### config.mk
export PLATFORM = sky130hd
export DESIGN_NAME = cam_stream_uart
export DESIGN_NICKNAME = d
export VERILOG_FILES = /design/src/rtl/cam_stream_uart.sv
export SDC_FILE = /design/constraint.sdc
export NUM_CORES = 1
export LEC_CHECK = 0
export BUFFER_PORTS_ARGS = -buffer_cell sky130_fd_sc_hd__buf_2
export CORE_MARGIN = 3
export CORE_UTILIZATION = 60
export CTS_BUF_LIST = sky130_fd_sc_hd__clkbuf_8
export DETAILED_ROUTE_END_ITERATION = 6
export HOLD_SLACK_MARGIN = 0.05
export PLACE_DENSITY = 0.89
export SLEW_MARGIN = 20
export SYNTH_ARGS = -nofsm -noshare
export SYNTH_HDL_FRONTEND = slang
export SYNTH_SLANG_ARGS = --single-unit
export TNS_END_PERCENT = 30
### constraint.sdc
create_clock -name clk -period 3.52 [get_ports clk]
set_input_delay 0.704 -clock clk [delete_from_list [all_inputs] [get_ports clk]]
set_output_delay 0.704 -clock clk [all_outputs]
set_load 0.01 [all_outputs]
### src/rtl/cam_stream_uart.sv
// cam_stream_uart
//   Captures OV7670 YUV 4:2:2 bytes on camera PCLK rising edges, selects
//   bytes by run-time mode, optionally decimates in x/y and thresholds to
//   binary, buffers the result in a FIFO and sends it out an 8N1 UART.
//
// Ports
//   clk         system clock, at least 4x PCLK
//   rst_hw_n    synchronous active-low reset
//   PCLK        camera pixel clock (asynchronous to clk)
//   Href        line valid
//   VSYNC       frame sync, high during blanking
//   in_pixel    camera data byte
//   mode        00 even bytes, 01 odd bytes, 10 all bytes,
//               11 even bytes thresholded to 0x00/0xFF
//   tx          UART serial output, idles high
//   busy        transmitter active or FIFO non-empty
//   fifo_level  current FIFO occupancy
//   ovf_cnt     saturating count of bytes dropped on a full FIFO
//
// Optional build macro
//   CAM_FRAME_MARK_EN  enqueue a 0x00 marker at each frame start and clamp
//                      pixel bytes so 0x00 never appears as pixel data.

module cam_stream_uart #(
  parameter int BAUD_DIV = 1,
  parameter int FIFO_AW  = 4,
  parameter int DECIM_X  = 1,
  parameter int DECIM_Y  = 1,
  parameter int THRESH   = 128
) (
  input  logic             clk,
  input  logic             rst_hw_n,
  input  logic             PCLK,
  input  logic             Href,
  input  logic             VSYNC,
  input  logic [7:0]       in_pixel,
  input  logic [1:0]       mode,
  output logic             tx,
  output logic             busy,
  output logic [FIFO_AW:0] fifo_level,
  output logic [7:0]       ovf_cnt
);

  localparam int               DEPTH     = 1 << FIFO_AW;
  localparam logic [FIFO_AW:0] FULL_LVL  = DEPTH[FIFO_AW:0];
  localparam logic [7:0]       XLAST     = 8'(DECIM_X - 1);
  localparam logic [7:0]       YLAST     = 8'(DECIM_Y - 1);
  localparam logic [15:0]      BAUD_LAST = 16'(BAUD_DIV - 1);

  typedef enum logic [1:0] {IDLE, START, DATA, STOP} state_t;

  // ---------------------------------------------------------------- input sync
  logic [1:0] pclk_sync, href_sync, vsync_sync;
  logic [7:0] pix_meta, pix_s;
  logic       pclk_d, href_d;
  logic       pclk_s, href_s, vsync_s;

  // NOTE: every clocked register uses non-blocking assignments so all flops
  // sample their inputs from before the edge; blocking here would collapse
  // the two-flop synchronisers into one.
  always_ff @(posedge clk) begin
    if (!rst_hw_n) begin
      pclk_sync  <= '0;
      href_sync  <= '0;
      vsync_sync <= '0;
      pix_meta   <= '0;
      pix_s      <= '0;
      pclk_d     <= 1'b0;
      href_d     <= 1'b0;
    end else begin
      pclk_sync  <= {pclk_sync[0], PCLK};
      href_sync  <= {href_sync[0], Href};
      vsync_sync <= {vsync_sync[0], VSYNC};
      pix_meta   <= in_pixel;
      pix_s      <= pix_meta;
      pclk_d     <= pclk_s;
      href_d     <= href_s;
    end
  end

  assign pclk_s  = pclk_sync[1];
  assign href_s  = href_sync[1];
  assign vsync_s = vsync_sync[1];

  logic pclk_rise, qual, line_start, line_end;
  assign pclk_rise  = pclk_s & ~pclk_d;
  assign qual       = pclk_rise & href_s & ~vsync_s;
  assign line_start = href_s & ~href_d;
  assign line_end   = ~href_s & href_d;

  // ------------------------------------------------------- selection / decim
  logic       odd_byte;
  logic       sel;
  logic       sel_byte, keep;
  logic [7:0] xcnt, xcur, ycnt;
  logic [7:0] pix_val, pix_out;

  // NOTE: combinational blocks assign every output a default first so no
  // path leaves a variable unassigned, which would infer a latch.
  always_comb begin
    sel     = 1'b0;
    pix_val = pix_s;
    case (mode)
      2'b00:   sel = ~odd_byte;
      2'b01:   sel = odd_byte;
      2'b10:   sel = 1'b1;
      default: begin
        sel     = ~odd_byte;
        pix_val = (int'(pix_s) >= THRESH) ? 8'hFF : 8'h00;
      end
    endcase
  end

  assign sel_byte = qual & sel;
  // A line start coinciding with a sample must see the cleared counter.
  assign xcur     = line_start ? 8'd0 : xcnt;
  assign keep     = sel_byte & (xcur == 8'd0) & (ycnt == 8'd0);

  always_ff @(posedge clk) begin
    if (!rst_hw_n) begin
      odd_byte <= 1'b0;
      xcnt     <= '0;
      ycnt     <= '0;
    end else begin
      if (!href_s || vsync_s) odd_byte <= 1'b0;
      else if (qual)          odd_byte <= ~odd_byte;

      if (sel_byte) xcnt <= (xcur == XLAST) ? 8'd0 : xcur + 8'd1;
      else          xcnt <= xcur;

      if (vsync_s)       ycnt <= '0;
      else if (line_end) ycnt <= (ycnt == YLAST) ? 8'd0 : ycnt + 8'd1;
    end
  end

  // --------------------------------------------------------- enqueue stage
  logic       stg_vld;
  logic [7:0] stg_data;

`ifdef CAM_FRAME_MARK_EN
  logic       vsync_d, frame_start;
  logic       hold_vld;
  logic [7:0] hold_data;

  assign frame_start = ~vsync_s & vsync_d;
  // 0x00 is reserved for the frame marker.
  assign pix_out     = (pix_val == 8'h00) ? 8'h01 : pix_val;

  // A pixel kept in the frame-start cycle waits one cycle behind the marker;
  // the 4x clock ratio guarantees the next sample is further away.
  always_ff @(posedge clk) begin
    if (!rst_hw_n) begin
      vsync_d   <= 1'b0;
      stg_vld   <= 1'b0;
      stg_data  <= '0;
      hold_vld  <= 1'b0;
      hold_data <= '0;
    end else begin
      vsync_d <= vsync_s;
      if (frame_start) begin
        stg_vld   <= 1'b1;
        stg_data  <= 8'h00;
        hold_vld  <= keep;
        hold_data <= pix_out;
      end else if (hold_vld) begin
        stg_vld  <= 1'b1;
        stg_data <= hold_data;
        hold_vld <= 1'b0;
      end else begin
        stg_vld  <= keep;
        stg_data <= pix_out;
      end
    end
  end
`else
  assign pix_out = pix_val;

  always_ff @(posedge clk) begin
    if (!rst_hw_n) begin
      stg_vld  <= 1'b0;
      stg_data <= '0;
    end else begin
      stg_vld  <= keep;
      stg_data <= pix_out;
    end
  end
`endif

  // ------------------------------------------------------------------ FIFO
  logic [7:0]         mem [DEPTH];
  logic [FIFO_AW-1:0] wr_ptr, rd_ptr;
  logic               full, empty, push, pop;

  assign full  = (fifo_level == FULL_LVL);
  assign empty = (fifo_level == '0);
  // A pop in the same cycle frees the slot, so a full FIFO still accepts.
  assign push  = stg_vld & (~full | pop);

  // NOTE: the storage array has no reset; only pointers and level define
  // which entries are valid, so clearing the data would be wasted logic.
  always_ff @(posedge clk) begin
    if (push) mem[wr_ptr] <= stg_data;
  end

  always_ff @(posedge clk) begin
    if (!rst_hw_n) begin
      wr_ptr     <= '0;
      rd_ptr     <= '0;
      fifo_level <= '0;
      ovf_cnt    <= '0;
    end else begin
      if (push) wr_ptr <= wr_ptr + 1'b1;
      if (pop)  rd_ptr <= rd_ptr + 1'b1;
      case ({push, pop})
        2'b10:   fifo_level <= fifo_level + 1'b1;
        2'b01:   fifo_level <= fifo_level - 1'b1;
        default: fifo_level <= fifo_level;
      endcase
      if (stg_vld && !push && ovf_cnt != 8'hFF) ovf_cnt <= ovf_cnt + 8'd1;
    end
  end

  // ------------------------------------------------------------------ UART
  state_t      state, state_nx;
  logic [15:0] baud_cnt;
  logic [2:0]  bit_idx;
  logic [7:0]  shreg;
  logic        baud_done;

  assign baud_done = (baud_cnt == BAUD_LAST);

  // The pop in the last STOP cycle lets the next start bit follow directly.
  always_comb begin
    state_nx = state;
    pop      = 1'b0;
    tx       = 1'b1;
    case (state)
      IDLE: begin
        if (!empty) begin
          pop      = 1'b1;
          state_nx = START;
        end
      end
      START: begin
        tx = 1'b0;
        if (baud_done) state_nx = DATA;
      end
      DATA: begin
        tx = shreg[0];
        if (baud_done && bit_idx == 3'd7) state_nx = STOP;
      end
      default: begin
        if (baud_done) begin
          if (!empty) begin
            pop      = 1'b1;
            state_nx = START;
          end else begin
            state_nx = IDLE;
          end
        end
      end
    endcase
  end

  always_ff @(posedge clk) begin
    if (!rst_hw_n) begin
      state    <= IDLE;
      baud_cnt <= '0;
      bit_idx  <= '0;
      shreg    <= '0;
    end else begin
      state <= state_nx;
      if (state == IDLE || baud_done) baud_cnt <= '0;
      else                            baud_cnt <= baud_cnt + 16'd1;
      if (state == DATA && baud_done) bit_idx <= bit_idx + 3'd1;
      if (pop)                             shreg <= mem[rd_ptr];
      else if (state == DATA && baud_done) shreg <= {1'b0, shreg[7:1]};
    end
  end

  assign busy = (state != IDLE) | ~empty;

endmodule

==> impl_metrics.csv <==
group,metric,value,unit
power,p_per_area,623.4,nW/um2
sta,hold_ws,0.4024,ns
synthesis,yosysUniqueCellTypes,53,
synthesis,syn_area_per_cell,13.37,um2
cells_and_area,area_delta_synth_final,10.50,%
route,dr.pass1.iters,5,
clock_network,cts.path.max_buffers,3,
synthesis,ys.flop_type,"edfxtp_1",
placement,io_buffers,29,
synthesis,syn_nets,752,
floorplan,io_pins,30,
synthesis,synth.top_cell.area_share,40.37,%
critical_path,start_kind,"flip-flop",
power,comb_power_share,21.8,%
clock_network,post_cts_resized,0,
clock_network,cts_buffers,36,
power,seqPwrFrac,47.3,%
floorplan,initial_core_util,61.94,%
synthesis,ys_warn_count,0,
synthesis,synthAdderAreaFrac,3.364,%
cells_and_area,final_common_cell,"edfxtp_1",
cells_and_area,antennaDiodeCount,0,
floorplan,rows,45,
global_routing,grt_pass1_wl,30250,um
sta,worst_slack,0.3679,ns
global_routing,grt_remaining_overflow,0,
critical_path,timing.rr.end,"fifo_level[4]",
sta,fmax,317.2,MHz
synthesis,synthXorXnorAreaFrac,3.128,%
critical_path,worstPathRequired,3.92,ns
job,drv_cap,0,
synthesis,netlist_area,9520,um2
clock_network,cts_sinks,232,
synthesis,muxShareOfSynthArea,9.857,%
cells_and_area,drive_above_1_share,16.11,%
worst_hold_path,hold_class,"input pin to flip-flop",
synthesis,synth_compound_gate_area_share,5.020,%
clock_network,cts_setup_buffers,0,
synthesis,syn_inst,712,
placement,placed_area,9864,um2
critical_path,rrSetupSlack,0.37,ns
synthesis,synth_area_leaders,"edfxtp_1, dfxtp_1, mux4_2, ha_1, nand3_1",
floorplan,die_w,132.0,um
cells_and_area,finish.instance_area,10520,um2
synthesis,synthSimpleGateAreaFrac,13.98,%
clock_network,path_clk_slew,0.06,ns
worst_hold_path,whs_path_depth,2,
power,leakagePower,0.003814,uW
power,vdd_drop_max,0.0003048,V
sta,finalSetupTns,0,ns
power,p_int,4674,uW
global_routing,grt_start_max_net_pins,41,
critical_path,crit_arrival,3.55,ns
route,detail-route-antenna-nets,0,
global_routing,grt_pass1_vias,6016,
worst_hold_path,worstHoldEndpoint,"vsync_sync[0]",
sta,finalSetupViolations,0,
sta,tightest_slew,1.019,ns
sta,layout_min_cycle_time,3.152,ns
critical_path,reg2reg_depth,10,
power,p_sw,1885,uW
sta,rsz0062_at_grt,"no",
route,dr.first_iter.drc_count,597,
synthesis,synth_edf_count,128,
cells_and_area,nNetsFinal,796,
placement,place_congestion,0.9163,
clock_network,hold_buffers,0,
placement,dp_slack,0.4509,ns
sta,fin_crit_sh,89.55,%
sta,slew_headroom,31.50,%
placement,hpwlAfterDp,12250,um
cells_and_area,layout_common_cells,"edfxtp_1, dfxtp_1, nor2_1",
critical_path,critPathCaptureType,"flip-flop",
sta,final_max_slew_viol_count,0,
synthesis,synth-seq-cells,232,
power,p_sw_share,28.74,%
synthesis,ys_seq_area_share,62.24,%
synthesis,synth_area_leader_cell,"edfxtp_1",
route,drt_wl_total,18560,um
clock_network,root_buffer,"clkbuf_8",
global_routing,antenna_found_initial,0,
synthesis,synth_top_family_by_area,"simple AND/OR/NAND/NOR gates",
synthesis,synthArstFlopShare,0,%
outcome,outcome,"finished clean",
sta,fin_skew,0.01824,ns
route,vias,5925,
route,wire_per_inst,18.69,um
route,vias_per_cell,5.967,
critical_path,cp_max_fo,8,
floorplan,core_area,15370,um2
clock_network,clkLatencyLatePin,0.51,ns
power,pwr-share-clk,31.0,%
sta,hold_viol_final,0,
worst_hold_path,holdCritStartpoint,"VSYNC",
critical_path,reg2reg_from,"state[1]",
clock_network,cts_tree,"done",
global_routing,grt.total_usage,21.67,%
route,drc,0,
floorplan,dieArea,17410,um2
clock_network,h-tree-depth,2,
critical_path,critPathKind,"flip-flop to flip-flop",
floorplan,die_y,132.0,um
## worst max path at each step
stage	from	to	slack, ns	cells past startpoint
6_report	state[1]	fifo_level[4]	0.37	10
5_1_grt	state[0]	fifo_level[4]	0.19	10
4_1_cts	state[1]	fifo_level[4]	0.44	10
3_5_place_dp	state[1]	fifo_level[4]	0.45	10
3_3_place_gp	state[0]	fifo_level[4]	0.62	10
2_1_floorplan	fifo_level[0]	fifo_level[4]	0.80	9
## cells in the mapped netlist, types with 2 or more instances
master    instances
dfxtp_1         104
o21a_1            2
or3_1             7
o21ai_0          10
xnor2_1          17
a21o_1            3
and3_1           22
mux2i_1           6
o31ai_1           5
nand2_1          35
and2_1           26
nand4_1           8
and4_1            5
xor2_1           17
a21boi_0          2
o31a_1            3
a311oi_1          7
nor2_1           50
buf_2             6
nor3_1           12
inv_1            24
nand3_1          38
mux4_2           39
edfxtp_1        128
or4_1             4
buf_1             4
a211o_1           2
buf_6             2
ha_1             24
a21oi_1          28
nand2b_1         16
nor2b_1           5
nor4b_1           3
clkbuf_1         19
o311ai_0          2
nor4_1           10
## cells by family after synthesis
family / after synthesis
multiplexers: 45
AO/OA/AOI/OAI: 73
buffers and inverters: 55
XOR/XNOR: 34
AND/OR/NAND/NOR: 248
adder cells (fa/ha/maj): 25
flip-flops: 232
## state kept, by name (all words and copies together) (netlist names), 3 cells and up, named ones only
signal / cells
mem: 128
baud_cnt: 16
ovf_cnt: 8
pix_meta: 8
pix_s: 8
shreg: 8
stg_data: 8
xcnt: 8
ycnt: 8
fifo_level: 5
rd_ptr: 4
wr_ptr: 4
bit_idx: 3
## power groups by stage
stage	clock (uW)	combinational [uW]	sequential, uW
2_1_floorplan	0	1080	3100
3_3_place_gp	0	1320	3140
3_5_place_dp	0	1410	3160
4_1_cts	2060	1420	3100
5_1_grt	2190	1540	3120
6_report	2030	1430	3100
## per-layer routing
metal / global-route usage, % / vias to the layer above / wire [um]
met3: 4.275 / 42 / 1253
met5: 0 / - / 0
met4: 8.576 / 0 / 444
li1: - / 2736 / -
met2: 35.97 / 235 / 9357
met1: 28.41 / 2912 / 7507
## final cells by class
type / instances / area (um2)
clock buffer: 41 / 564.3
clock inverter: 23 / 91.34
fill: 970 / 4851
inverter: 24 / 90.09
multi-input combinational: 425 / 3366
sequential: 232 / 5927
tap: 211 / 264.0
timing repair buffer: 37 / 217.7
## worst max-delay path, stage by stage, from the launching register on
cell	delay (ns)
dfxtp_1	0.39
ha_1	0.29
nor4b_1	0.38
nand4_1	0.21
a211o_1	0.40
inv_1	0.24
ha_1	0.33
a21oi_1	0.19
nand2_1	0.11
o311a_1	0.29
o31a_1	0.23
## per-stage QoR
stage,cells,power (uW),util [%]
after global placement,929,4459,64.18
after global routing,993,6850,68.44
final,993,6558,68.44
after CTS,993,6580,68.44
after floorplan,712,4183,-
after detailed placement,929,4568,64.18
Power figures use the tool's default switching activity.
